## src/rtl/alu_exec_stage.sv

```systemverilog
// Two-stage ALU execute pipeline (X operand register -> W result register)
// with valid/ready flow control, flush, bypass-match output and result counter.

// Pure combinational 16-bit ALU used between the X and W registers.
module alu16b (
  input  logic [15:0] a,
  input  logic [15:0] b,
  input  logic [2:0]  op,
  output logic [15:0] r,
  output logic        zero,
  output logic        ovfl
);
  logic [16:0] w_sum;
  logic [14:0] w_lo_shr;

  assign w_sum    = {1'b0, a} + {1'b0, b};
  assign w_lo_shr = a[14:0] >> b;

  always_comb begin
    r = 16'h0000;
    case (op)
      3'b000: r = w_sum[15:0];
      3'b001: r = a - b;
      3'b010: r = a | b;
      3'b011: r = a & b;
      3'b100: r = a << b;
      3'b101: r = a >> b;
      3'b110: r = {a[15], w_lo_shr};
      3'b111: r = a;
      default: r = 16'h0000;
    endcase
  end

  // Carry-out of the unsigned add, reported for every opcode.
  assign ovfl = w_sum[16];
  assign zero = (r == 16'h0000);
endmodule

// Handshake: a stage transfers on a rising clk edge when valid & ready are both
// high; out_valid and the W payload hold stable until out_ready is seen.
module alu_exec_stage (
  input  logic        clk,
  input  logic        rst,
  input  logic        flush,
  input  logic        in_valid,
  output logic        in_ready,
  input  logic [15:0] in_a,
  input  logic [15:0] in_b,
  input  logic [2:0]  in_op,
  input  logic [3:0]  in_rd,
  input  logic        in_we,
  output logic        out_valid,
  input  logic        out_ready,
  output logic [15:0] out_r,
  output logic        out_zero,
  output logic        out_ovfl,
  output logic [3:0]  out_rd,
  output logic        out_we,
  output logic        fwd_hit_a,
  input  logic [3:0]  fwd_src_a,
  output logic [15:0] op_count
);
  logic        r_x_valid;
  logic [15:0] r_x_a;
  logic [15:0] r_x_b;
  logic [2:0]  r_x_op;
  logic [3:0]  r_x_rd;
  logic        r_x_we;

  logic        r_w_valid;
  logic [15:0] r_w_r;
  logic        r_w_zero;
  logic        r_w_ovfl;
  logic [3:0]  r_w_rd;
  logic        r_w_we;
  logic [15:0] r_op_count;

  logic        w_adv_w;
  logic        w_adv_x;
  logic        w_xfer_out;
  logic [15:0] w_alu_r;
  logic        w_alu_zero;
  logic        w_alu_ovfl;

  alu16b u_alu (
    .a    (r_x_a),
    .b    (r_x_b),
    .op   (r_x_op),
    .r    (w_alu_r),
    .zero (w_alu_zero),
    .ovfl (w_alu_ovfl)
  );

  assign w_adv_w    = !r_w_valid | out_ready;
  assign w_adv_x    = !r_x_valid | w_adv_w;
  assign w_xfer_out = r_w_valid & out_ready;

  always_ff @(posedge clk) begin
    if (rst) begin
      r_x_valid  <= 1'b0;
      r_x_a      <= 16'h0000;
      r_x_b      <= 16'h0000;
      r_x_op     <= 3'b000;
      r_x_rd     <= 4'h0;
      r_x_we     <= 1'b0;
      r_w_valid  <= 1'b0;
      r_w_r      <= 16'h0000;
      r_w_zero   <= 1'b1;
      r_w_ovfl   <= 1'b0;
      r_w_rd     <= 4'h0;
      r_w_we     <= 1'b0;
      r_op_count <= 16'h0000;
    end else begin
      // A result leaving in a flush cycle was already delivered, so it counts.
      if (w_xfer_out) r_op_count <= r_op_count + 16'h0001;
      if (flush) begin
        r_x_valid <= 1'b0;
        r_w_valid <= 1'b0;
      end else begin
        if (w_adv_x) begin
          r_x_valid <= in_valid;
          r_x_a     <= in_a;
          r_x_b     <= in_b;
          r_x_op    <= in_op;
          r_x_rd    <= in_rd;
          r_x_we    <= in_we;
        end
        if (w_adv_w) begin
          r_w_valid <= r_x_valid;
          r_w_r     <= w_alu_r;
          r_w_zero  <= w_alu_zero;
          r_w_ovfl  <= w_alu_ovfl;
          r_w_rd    <= r_x_rd;
          r_w_we    <= r_x_we;
        end
      end
    end
  end

  assign in_ready  = w_adv_x;
  assign out_valid = r_w_valid;
  assign out_r     = r_w_r;
  assign out_zero  = r_w_zero;
  assign out_ovfl  = r_w_ovfl;
  assign out_rd    = r_w_rd;
  assign out_we    = r_w_we;
  assign op_count  = r_op_count;
  assign fwd_hit_a = r_w_valid & r_w_we & (r_w_rd == fwd_src_a);
endmodule

```

## config.mk

```make
export PLATFORM = sky130hd
export DESIGN_NAME = alu_exec_stage
export DESIGN_NICKNAME = d
export VERILOG_FILES = /design/src/rtl/alu_exec_stage.sv
export SDC_FILE = /design/constraint.sdc
export NUM_CORES = 1
export LEC_CHECK = 0
export BUFFER_PORTS_ARGS = -buffer_cell sky130_fd_sc_hd__buf_2
export CAP_MARGIN = 20
export CORE_ASPECT_RATIO = 1.2
export CORE_MARGIN = 2
export CORE_UTILIZATION = 55
export DETAILED_ROUTE_END_ITERATION = 7
export HOLD_SLACK_MARGIN = 0.02
export PLACE_DENSITY = 0.76
export SETUP_SLACK_MARGIN = 0.3
export SLEW_MARGIN = 20
export SYNTH_ARGS = -nofsm -noshare
export SYNTH_HDL_FRONTEND = slang
export SYNTH_HIERARCHICAL = 1
export SYNTH_SLANG_ARGS = --single-unit
```

## constraint.sdc

```tcl
create_clock -name clk -period 10.8 [get_ports clk]
set_input_delay 0.54 -clock clk [delete_from_list [all_inputs] [get_ports clk]]
set_output_delay 0.54 -clock clk [all_outputs]
set_load 0.01 [all_outputs]
```

# Word level (Yosys, flattened, before mapping)
# Index checks and enable logic that the tools add are counted.
# word_totals
output_inout_bits	42
in_bits	49
reg_bits	81
# op_classes
bitwise	8
shifts	3
n_reduce_logical	7
addsub	3
muxes	1
n_eq_ne	8
# op_table
cell	count
$pmux W16 S8	1
$add A16 B16 Y17	1
$add A16 B1 Y16 const B	1
$and A16 B16 Y16	1
$logic_not A16 Y1	1
$or A16 B16 Y16	1
$shl A16 B16 Y16	1
$shr A15 B16 Y15	1
$shr A16 B16 Y16	1
$sub A16 B16 Y16	1
$eq A3 B3 Y1 const B	4
$eq A3 B2 Y1 const B	2
$eq A4 B4 Y1	1
$reduce_and A2 Y1	2
$and A1 B1 Y1	3
$eq A3 B1 Y1 const B	1
$logic_not A3 Y1	1
$logic_not A1 Y1	2
$or A1 B1 Y1	2
$reduce_or A2 Y1	1
$not A1 Y1	1

# Longest topological paths before layout
# Gate-level depths: netlist of run 1.
# depth
depth_word	4
ltp_mapped	15

# Modules after synthesis
# The synthesis of run 1 kept the hierarchy.
# modules_own_cells
mod	cells_each	area_per_inst_um2	seq_area_each_um2	instances
alu16b	625	4524.3	0.0	1
alu_exec_stage	374	3042.9	1621.6	1

# Worst setup path before layout of run 1
# No wires, ideal clock.
# synth_path
path_kind	register to register
startpoint	reg r_x_b[1]
endpoint	reg r_w_zero (netlist: out_zero)
path_slack_ns	6.753
arrival_time_ns	3.984
required_time_ns	10.738
period_less_slack_ns	4.047
path_stages_with_launch	15
path_cell_list	dfxtp_1 > buf_6 > clkinv_1 > ha_1 > or2_2 > a2111o_1 > a311oi_1 > a31oi_1 > or3_1 > a211o_1 > or4_1 > or4_1 > nor4_2 > nand2_1 > nand3b_1
# synth_via
elab_chain_len	3
word_cells_on_any_way	9
cone_classes	add/sub: 2; shift: 3; mux: 1; bitwise: 2; reduce/logical: 1
# synth_rtl
element	line	rtl
from (decl)	65	logic [15:0] r_x_b;
from (signal assigned)	123	r_x_b <= in_b;
$sub A16 B16 Y16, or another cell as far along	23	3'b001: r = a - b;
$pmux W16 S8 (*)	21	case (op)
named net w_alu_r[5]	81	logic [15:0] w_alu_r;
$logic_not A16 Y1 (*)	36	assign zero = (r == 16'h0000);
named net w_alu_zero	82	logic w_alu_zero;
to (signal assigned)	131	r_w_zero <= w_alu_zero;
to (decl)	72	logic r_w_zero;
# The timed path passes the listed nets; every way through them passes the cells marked *.
# A chain may end at the register's enable or synchronous reset.

# Final worst setup path of run 1
# layout_path
startpoint	reg r_x_b[1]
endpoint	reg r_w_zero (netlist: out_zero)
# layout_via
elab_chain_len	3
word_cells_on_any_way	9
cone_classes	add/sub: 2; shift: 3; mux: 1; bitwise: 2; reduce/logical: 1
# layout_rtl
element	line
$sub A16 B16 Y16, or another cell as far along	23
$pmux W16 S8 (*)	21
$logic_not A16 Y1 (*)	36
named net w_alu_zero	82
# Marks and branches as above.

==> impl_metrics.json, run 1 <==
{
  "multi_input_area_um2": 5405,
  "cts_buffer_depth": 2,
  "synth_area_per_cell_um2": 7.575,
  "final_nets": 1121,
  "synth_seq_area_share_pct": 21.43,
  "die_h_um": 132.5,
  "drv_slew": 0,
  "cap_violations": 0,
  "holdPathStages": 3,
  "min_period_ns": 4.925,
  "clock_sinks": 81,
  "final_antenna_net_count": 0,
  "gp_congestion": 1.010,
  "grt_usage_pct": 32.88,
  "fill_cells": 1275,
  "yosys_warnings": 6,
  "diodes": 0,
  "end_kind": "register",
  "cts_tree": "built",
  "synth_top_cell_by_area": "dfxtp_1",
  "io_pins": 91,
  "cp.required_ns": 11.08,
  "drive_gt1_share_pct": 17.06,
  "synth_common_cells": "nand2_1 (195), a21oi_1 (90), dfxtp_1 (81)",
  "async_reset_ff_share_pct": 0,
  "synth_area_leaders": "dfxtp_1 (21%), nand2_1 (9.7%), ha_1 (7.9%)",
  "synth_top_area_share_pct": 21.43,
  "post_cts_buffers": 0,
  "worstReg2RegStart": "r_x_b[1]",
  "num_vias": 7761,
  "h-tree-depth": 3,
  "cts_hold_buf": 0,
  "dieArea_um2": 14720,
  "period_share_pct": 45.60,
  "worstRegToRegCells": 14,
  "hold_start": "in_rd[3]",
  "synthesis.nets": 1098,
  "syn_inst": 999,
  "cts-buffers-inserted": 9,
  "setup.worst_path.class": "register to register",
  "netlist_area_um2": 7567,
  "grt_max_degree": 83,
  "yosysMostFrequentCell": "nand2_1",
  "dp.final_hpwl_mm": 17.91,
  "grt_overflow": 0,
  "status": "finished, final reports clean",
  "critPathLaunch": "r_x_b[1]",
  "routedWlPerCell_um": 20.63,
  "num_rows": 46,
  "grt_pass1_wl_mm": 39.17,
  "fin_skew_ns": 0.005938,
  "numPortBuffers": 90,
  "cp_max_fo": 53,
  "post-place-cells": 1179,
  "fmax_ghz": 0.2031,
  "hold_path.class": "input pin to register",
  "core_area_um2": 13350,
  "rsz0062_at_grt": "false",
  "via_per_inst": 6.500,
  "yosysUniqueCellTypes": 88,
  "clk_latency_ns": 0.33,
  "register_area_um2": 1627,
  "die_w_um": 111.1,
  "hold_path_end": "r_x_rd[3]",
  "synthFlopType": "dfxtp_1",
  "power.density_nw_per_um2": 108.9,
  "p_leak_nw": 3.186,
  "drt-initial-drc-count": 917,
  "ys_ff_latch": 81,
  "setup_tns_ns": 0,
  "grt_pass1_vias": 7308,
  "irDropWorstVdd_uv": 117.3,
  "synth_edf_count": 0,
  "hold_viol_final": 0,
  "clkTransAtPathRegs_ns": 0.06,
  "antenna_found_initial": 0,
  "root_buffer": "clkbuf_16",
  "routed_wirelength_mm": 24.63,
  "cts.repair.resized": 0,
  "setup_violations": 0,
  "rrSetupSlack_ns": 5.88,
  "max_slew_margin_pct": 27.53,
  "worstPathArrival_ns": 5.20,
  "final_cell_count_no_fill": 1194,
  "area_growth_pct": 8.400,
  "drc_errors": 0,
  "r2r_end": "out_zero",
  "start_util_pct": 56.67,
  "worstMarginPinSlew_ns": 1.077,
  "first_pass_iters": 5,
  "worstSetupStartpointType": "register"
}
cells by family after synthesis:
kind of cell	share of synthesized area, %
and+or+nand+nor	25.50
buffers and inverters	7.374
AOI/OAI and AO/OA	22.27
adders and majority gates	8.466
muxes	11.84
DFF	21.43
xor gates and xnor gates	3.125
state kept, by name (all words and copies together) (netlist names):
register   cells
op_count      16
out_ovfl       1
out_r         16
out_rd         4
out_valid      1
out_we         1
out_zero       1
r_x_a         16
r_x_b         16
r_x_op         3
r_x_rd         4
r_x_valid      1
r_x_we         1
per-stage QoR:
stage | utilization, % | hold WS, ns | power, mW | cell area (um^2) | setup WS (ns)
6_report | 61.43 | 0.4426 | 0.8930 | 8203 | 5.875
5_1_grt | 61.43 | 0.4410 | 0.9352 | 8203 | 5.599
4_1_cts | 61.43 | 0.4363 | 0.8895 | 8203 | 5.962
3_5_place_dp | 59.21 | 0.4454 | 0.5888 | 7906 | 6.016
3_3_place_gp | 59.21 | 0.4391 | 0.5880 | 7906 | 6.030
2_1_floorplan | - | 0.4321 | 0.5195 | 7567 | 6.753
power breakdown:
part,switching [mW],internal (mW)
logic,0.149,0.0996
registers,0.0293,0.313
clock network,0.118,0.184
total,0.296,0.597
cell type report:
class	instances	share of cell area (%)
multi-input combinational	791	65.89
sequential	81	19.83
timing repair buffer	98	6.223
clock buffer	11	2.959
tap	168	2.563
inverter	41	1.876
clock inverter	4	0.6559
per-layer routing:
layer | routed length [um] | global-route usage (%) | vias to the layer above
met2 | 10980 | 51.43 | 408
met5 | 0 | 0 | -
met1 | 10630 | 44.86 | 3655
met4 | 1061 | 14.47 | 0
met3 | 1956 | 5.634 | 73
li1 | - | - | 3625
worst max path at each step:
stage / slack (ns) / end
6_report: 5.88 / out_zero
5_1_grt: 5.60 / out_zero
4_1_cts: 5.96 / out_zero
3_5_place_dp: 6.02 / out_zero
3_3_place_gp: 6.03 / out_zero
2_1_floorplan: 6.75 / out_zero
placed cells by master, fill, tap and decap left out, types with 7 or more instances in the layout:
master and count:
a21oi_1 89, buf_2 90, mux2i_1 28, a31oi_1 13
a211oi_1 13, xnor2_1 20, nor2b_1 12, xor2_1 7
nand4_1 11, nor4_1 16, mux4_2 23, o21bai_1 7
or3_1 11, inv_1 38, ha_1 48, a21o_1 8
nor2_1 58, clkbuf_16 9, dfxtp_1 77, nand2_1 195
nor3_1 25, buf_4 8, o221ai_1 8, nand3_1 13
a211o_1 7, o21ai_0 41, nand2b_1 12
worst max-delay path: stages, from the launching register on:
cell and delay, ns:
dfxtp_2 0.31, buf_4 0.56, clkinv_1 0.51, ha_1 0.47
or2_2 0.32, a211oi_1 0.23, o22ai_1 0.24, a2111oi_0 0.66
o41ai_1 0.16, or2_2 0.32, a311o_1 0.30, or4_1 0.43
nor4_2 0.17, nand2_1 0.08, nand3b_1 0.08
Note: power is estimated with default switching activity, not from simulation.
==> run 2: changes to the inputs <==
- ABC_AREA: not set -> 1
- CORE_UTILIZATION: 55 -> 54
- PLACE_DENSITY: 0.76 -> 0.78
- clock period: 10.8 -> 4.1 ns (I/O delays scaled with it)
==> run 2 against run 1 <==
  * Clock power rose to 2.7 times the previous value
  * Via count rose by 9.8%
  * Core utilization fell by 1.5 points
  * Setup slack got worse by 4.8 ns
  * Flip-flop and latch count did not move
  * Synthesized area fell by 0.68%
  * Die area rose by 1.1%
  * Clock skew rose by 0.0037 ns
  * Combinational power rose to 3.3 times the previous value
  * Sequential share of layout area fell by 0.085 points
==> impl_metrics.json, run 2 <==
{
  "grt_pass1_wl_mm": 40.62,
  "io_pins": 91,
  "numPortBuffers": 90,
  "grt_pass1_vias": 7678,
  "cts_buffer_depth": 2,
  "grt_use_met3_pct": 5.687,
  "final_nets": 1416,
  "dieArea_um2": 14880,
  "core_area_um2": 13700,
  "post_cts_buffers": 0,
  "cts_tree": "built",
  "antenna_found_initial": 0,
  "setup_tns_ns": 0,
  "worstMarginPinSlew_ns": 0.7850,
  "grt_usage_pct": 34.08,
  "final_antenna_net_count": 0,
  "die_h_um": 133.2,
  "setup_violations": 0,
  "yosysMostFrequentCell": "nand2_1",
  "max_slew_margin_pct": 47.59,
  "synth_edf_count": 0,
  "critPathMaxStageDelay_ns": 0.52,
  "setup.worst_path.class": "register to register",
  "clock_sinks": 81,
  "routedWlPerCell_um": 17.15,
  "syn_inst": 1262,
  "worstSetupStartpointType": "register",
  "cp_common_cell": "nand2_1",
  "synth_area_leaders": "dfxtp_1 (22%), nand2_1 (14%), nor2_1 (10%)",
  "fmax_ghz": 0.3278,
  "num_rows": 47,
  "power.switching_mw": 0.9943,
  "yosys_warnings": 6,
  "cts.repair.resized": 0,
  "end_kind": "register",
  "grt_max_degree": 47,
  "irDropWorstVdd_uv": 217.9,
  "yosysUniqueCellTypes": 49,
  "num_vias": 8521,
  "period_share_pct": 74.40,
  "final_cell_count_no_fill": 1493,
  "p_comb_share_pct": 32.8,
  "fill_cells": 1438,
  "drive_gt1_share_pct": 13.77,
  "ys_ff_latch": 81,
  "seq_power_share_pct": 35.4,
  "cp.required_ns": 4.39,
  "async_reset_ff_share_pct": 0,
  "power.internal_mw": 1.530,
  "pwr-share-clk_pct": 31.8,
  "use_met2_pct": 53.80,
  "cts_hold_buf": 0,
  "cp_cell_sequence": "inv_1, ha_1, inv_1, a21o_1, a21oi_2, a21oi_1, o21ai_0, o211ai_1, inv_1, nand2_1, nor2_1, nand2_1, nor2_1, nand2_1, nor2_1, nand2_1, nand3_1",
  "drt-initial-drc-count": 921,
  "synth_area_per_cell_um2": 5.956,
  "synth_top_area_share_pct": 21.57,
  "first_pass_iters": 7,
  "via_per_inst": 5.707,
  "gp_congestion": 1.018,
  "status": "finished, final reports clean",
  "min_period_ns": 3.050,
  "routed_wirelength_mm": 25.60,
  "switching_share_pct": 39.40,
  "rsz0062_at_grt": "false",
  "dp.final_hpwl_mm": 19.39,
  "start_util_pct": 54.85,
  "synth_seq_area_share_pct": 21.57,
  "drv_slew": 0,
  "cap_violations": 0,
  "power.density_nw_per_um2": 307.3,
  "root_buffer": "clkbuf_16",
  "final_cell_mix": "nand2_1 (274), nor2_1 (206), inv_1 (140), nand3_1 (134), o21ai_0 (95)",
  "clkTransAtPathRegs_ns": 0.07,
  "crit_family": "simple AND/OR/NAND/NOR gates",
  "clk_latency_ns": 0.35,
  "cp_max_fo": 13,
  "netlist_area_um2": 7516,
  "synthFlopType": "dfxtp_1",
  "crit_buf_inv": 3,
  "worstPathArrival_ns": 3.34,
  "grt.met1_usage_pct": 44.08,
  "cts-buffers-inserted": 9,
  "cpMaxStageDelayCell": "ha_1",
  "die_w_um": 111.7,
  "post-place-cells": 1477,
  "synthesis.nets": 1361,
  "busiest_layer": "met2",
  "synth_top_cell_by_area": "dfxtp_1",
  "synth_common_cells": "nand2_1 (274), nor2_1 (206), inv_1 (141)",
  "hold_viol_final": 0,
  "diodes": 0,
  "fin_skew_ns": 0.009608,
  "drc_errors": 0,
  "mostFrequentLayoutCell": "nand2_1",
  "p_leak_nw": 4.207,
  "hold_slack_ns": 0.09231,
  "area_growth_pct": 9.273,
  "grt_overflow": 0,
  "h-tree-depth": 3,
  "hold_path.class": "input pin to register"
}
run 2: layout make-up:
class	count	area, um^2	area share (%)
tap	171	214.0	2.605
clock buffer	10	239.0	2.910
timing repair buffer	103	548.0	6.673
sequential	81	1622	19.74
clock inverter	6	48.80	0.5941
inverter	155	581.8	7.084
multi-input combinational	967	4960	60.39
run 2: power by group through the flow:
stage               Combinational, mW  Sequential [mW]  Clock (mW)
finish                          0.827            0.895       0.803
global route                    0.915            0.901       0.848
CTS                             0.805            0.893       0.817
detailed placement              0.800            0.911           0
global placement                0.802            0.909           0
floorplan                       0.588            0.902           0
run 2: cells by family after synthesis:
logic type | share of synthesized area (%)
compound gates | 17.15
flops | 21.57
fa+ha+maj | 8.523
buf+inv | 12.44
simple gates | 39.85
xor+xnor | 0.4662
run 2: layer usage:
layer	share of wire, %	vias up
met3	8.1	81
li1	-	4215
met5	0	-
met1	41	3828
met4	5.8	0
met2	45	397
run 2: metrics by stage:
step | utilization [%] | instance area (um^2) | worst slack (ns) | total power [mW]
6_report | 59.94 | 8213 | 1.050 | 2.524
5_1_grt | 59.94 | 8213 | 0.7108 | 2.664
4_1_cts | 59.94 | 8213 | 1.113 | 2.515
3_5_place_dp | 57.84 | 7925 | 1.137 | 1.711
3_3_place_gp | 57.84 | 7925 | 1.105 | 1.711
2_1_floorplan | - | 7516 | 1.454 | 1.490
run 2: worst reg2reg max path, stage by stage, from the launching register on:
cell,delay (ns)
dfxtp_1,0.49
inv_1,0.27
ha_1,0.52
inv_1,0.12
a21o_1,0.19
a21oi_2,0.21
a21oi_1,0.10
o21ai_0,0.11
o211ai_1,0.11
inv_1,0.07
nand2_1,0.05
nor2_1,0.19
nand2_1,0.08
nor2_1,0.17
nand2_1,0.08
nor2_1,0.10
nand2_1,0.06
nand3_1,0.08
run 2: path summary, 6_finish.rpt:
kind / from / to / slack (ns) / cells after the start
hold / removal: in_valid / r_x_valid / 0.09 / 3
hold reg to reg: out_zero / out_zero / 0.46 / 2
setup / recovery: r_x_b[4] / out_zero / 1.05 / 17
setup reg to reg: r_x_b[4] / out_zero / 1.05 / 17
==> run 3: changes to the inputs <==
- clock period: 4.1 -> 2.74 ns (I/O delays scaled with it)
==> run 3 against run 2 <==
  * Combinational power rose by 120%
  * Hold slack lost 0.050 ns
  * Die area stayed put
  * Flip-flop and latch count did not move
  * First-iteration DRC count is 3.5% higher
  * Non-clock buffer count increased by 86
  * Global-route usage is 2.3 points higher
  * Clock power rose by 61%
==> impl_metrics.json, run 3 (same netlist as run 2, synthesis figures left out) <==
{
  "grt_max_degree": 66,
  "clock_sinks": 81,
  "register_area_um2": 1685,
  "final_antenna_net_count": 0,
  "cpMaxStageDelayCell": "dfxtp_4",
  "antenna_found_initial": 0,
  "end_kind": "register",
  "final_cell_area_um2": 9864,
  "start_util_pct": 54.85,
  "drt-initial-drc-count": 953,
  "final_nets": 1502,
  "post-place-cells": 1521,
  "final_cell_count_no_fill": 1579,
  "p_leak_nw": 4.794,
  "power.density_nw_per_um2": 445.4,
  "area_growth_pct": 31.25,
  "period_share_pct": 92.32,
  "finalPower_mw": 4.393,
  "grt_overflow": 0,
  "cp_max_fo": 4,
  "fmax_ghz": 0.3953,
  "clk_latency_ns": 0.34,
  "clkTransAtPathRegs_ns": 0.06,
  "critPathLaunch": "r_x_b[0]",
  "worstPathArrival_ns": 2.80,
  "cap_violations": 0,
  "via_per_inst": 5.833,
  "status": "finished, final reports clean",
  "place_ws_ns": 0.01002,
  "worst_slack_ns": 0.2106,
  "grt_pass1_wl_mm": 43.14,
  "grt_usage_pct": 36.41,
  "io_pins": 91,
  "mostFrequentLayoutCell": "nand2_1",
  "cp_cell_sequence": "ha_4, fa_2, nand3_1, nand2_2, nand3b_1, o211ai_1, buf_4, o21ai_1, a21oi_1, nor2_2, nand2_2, nor2_4, nand2_1, nor2_1, nand2_1, nand3_1",
  "fin_skew_ns": 0.008665,
  "setup_tns_ns": 0,
  "worstSetupStartpointType": "register",
  "cts-buffers-inserted": 9,
  "fill_cells": 1183,
  "holdPathStages": 3,
  "routedWlPerCell_um": 18.14,
  "diodes": 0,
  "irDropWorstVdd_uv": 356.1,
  "r2r_end": "out_zero",
  "max_slew_margin_pct": 61.86,
  "h-tree-depth": 3,
  "min_period_ns": 2.529,
  "cts_hold_buf": 0,
  "worstReg2RegStart": "r_x_b[0]",
  "drv_slew": 0,
  "rrSetupSlack_ns": 0.21,
  "setup.worst_path.class": "register to register",
  "cts_tree": "built",
  "gp_congestion": 1.059,
  "die_h_um": 133.2,
  "final_cell_mix": "nand2_1 (232), nor2_1 (184), nand3_1 (113), inv_1 (110), buf_2 (90)",
  "core_area_um2": 13700,
  "hold_viol_final": 0,
  "dpl_cell_area_um2": 8338,
  "dp.final_hpwl_mm": 20.46,
  "num_rows": 47,
  "cp.required_ns": 3.01,
  "setup_violations": 0,
  "critPathMaxStageDelay_ns": 0.38,
  "drive_gt1_share_pct": 31.39,
  "num_vias": 9210,
  "numPortBuffers": 90,
  "dieArea_um2": 14880,
  "rsz0062_at_grt": "true",
  "hold_path.class": "input pin to register",
  "root_buffer": "clkbuf_16",
  "worst_setup_path_endpoint": "out_zero",
  "worstRegToRegCells": 16,
  "routed_wirelength_mm": 28.65,
  "worstMarginPinSlew_ns": 0.5715,
  "first_pass_iters": 6,
  "cts_buffer_depth": 2,
  "multi_input_area_um2": 5727,
  "grt_pass1_vias": 8339,
  "die_w_um": 111.7,
  "drc_errors": 0
}
run 3: cell types whose count changed in the layout (fill, tap and decap cells not counted), sizes merged:
cell	previous run	this run
inv	157	155
clkbuf	10	12
buf	103	189
bufinv	0	2
clkinvlp	2	0
run 3: power by group:
part           total [mW]  switching [mW]  internal (mW)
clock                1.29           0.489          0.805
combinational        1.79            1.11          0.679
sequential           1.31          0.0623           1.25
total                4.39            1.66           2.73
run 3: final cells by class:
| type | count | area share (%) |
|---|---|---|
| clock buffers | 12 | 2.397 |
| clock inverters | 4 | 0.7864 |
| inverters | 155 | 6.101 |
| multi-input cells | 967 | 58.05 |
| flip-flops and latches | 81 | 17.09 |
| well taps | 171 | 2.169 |
| repair buffers | 189 | 13.41 |
run 3: how the worst min path moves through the flow:
stage,from,to,slack [ns]
3_3_place_gp,in_b[9],r_x_b[9],0.37
5_1_grt,in_b[10],r_x_b[10],0.04
6_report,in_b[9],r_x_b[9],0.04
4_1_cts,in_b[8],r_x_b[8],0.03
2_1_floorplan,in_valid,r_x_valid,0.27
3_5_place_dp,in_b[9],r_x_b[9],0.38
run 3: metal layers:
layer | part of all wire (%) | GRT usage [%]
met3 | 8.5 | 6.051
met4 | 7.5 | 23.94
met1 | 38 | 43.62
met2 | 46 | 60.10
met5 | 0 | 0
run 3: worst max-delay path, delay by kind of cell, from the launching register on:
family	cells	cell delay [ns]
adders and majority gates	2	0.52
and+or+nand+nor	10	0.90
AOI/OAI and AO/OA	3	0.44
DFF	1	0.38
buffers and inverters	1	0.22
run 3: what timing repair did:
item	CTS	global route
gates resized for setup	99	161
endpoints found under the hold margin	0	0
endpoints found under the setup margin	10	13
buffers inserted	14	27
pin swaps	33	74
gates cloned	1	0
run 3: through the flow:
step                      util [%]  hold WS, ns
after global placement       60.85       0.3726
after CTS                    66.57      0.03239
after global routing         71.99      0.04287
final                        71.99      0.04234
after floorplan                  -       0.2680
after detailed placement     60.85       0.3830
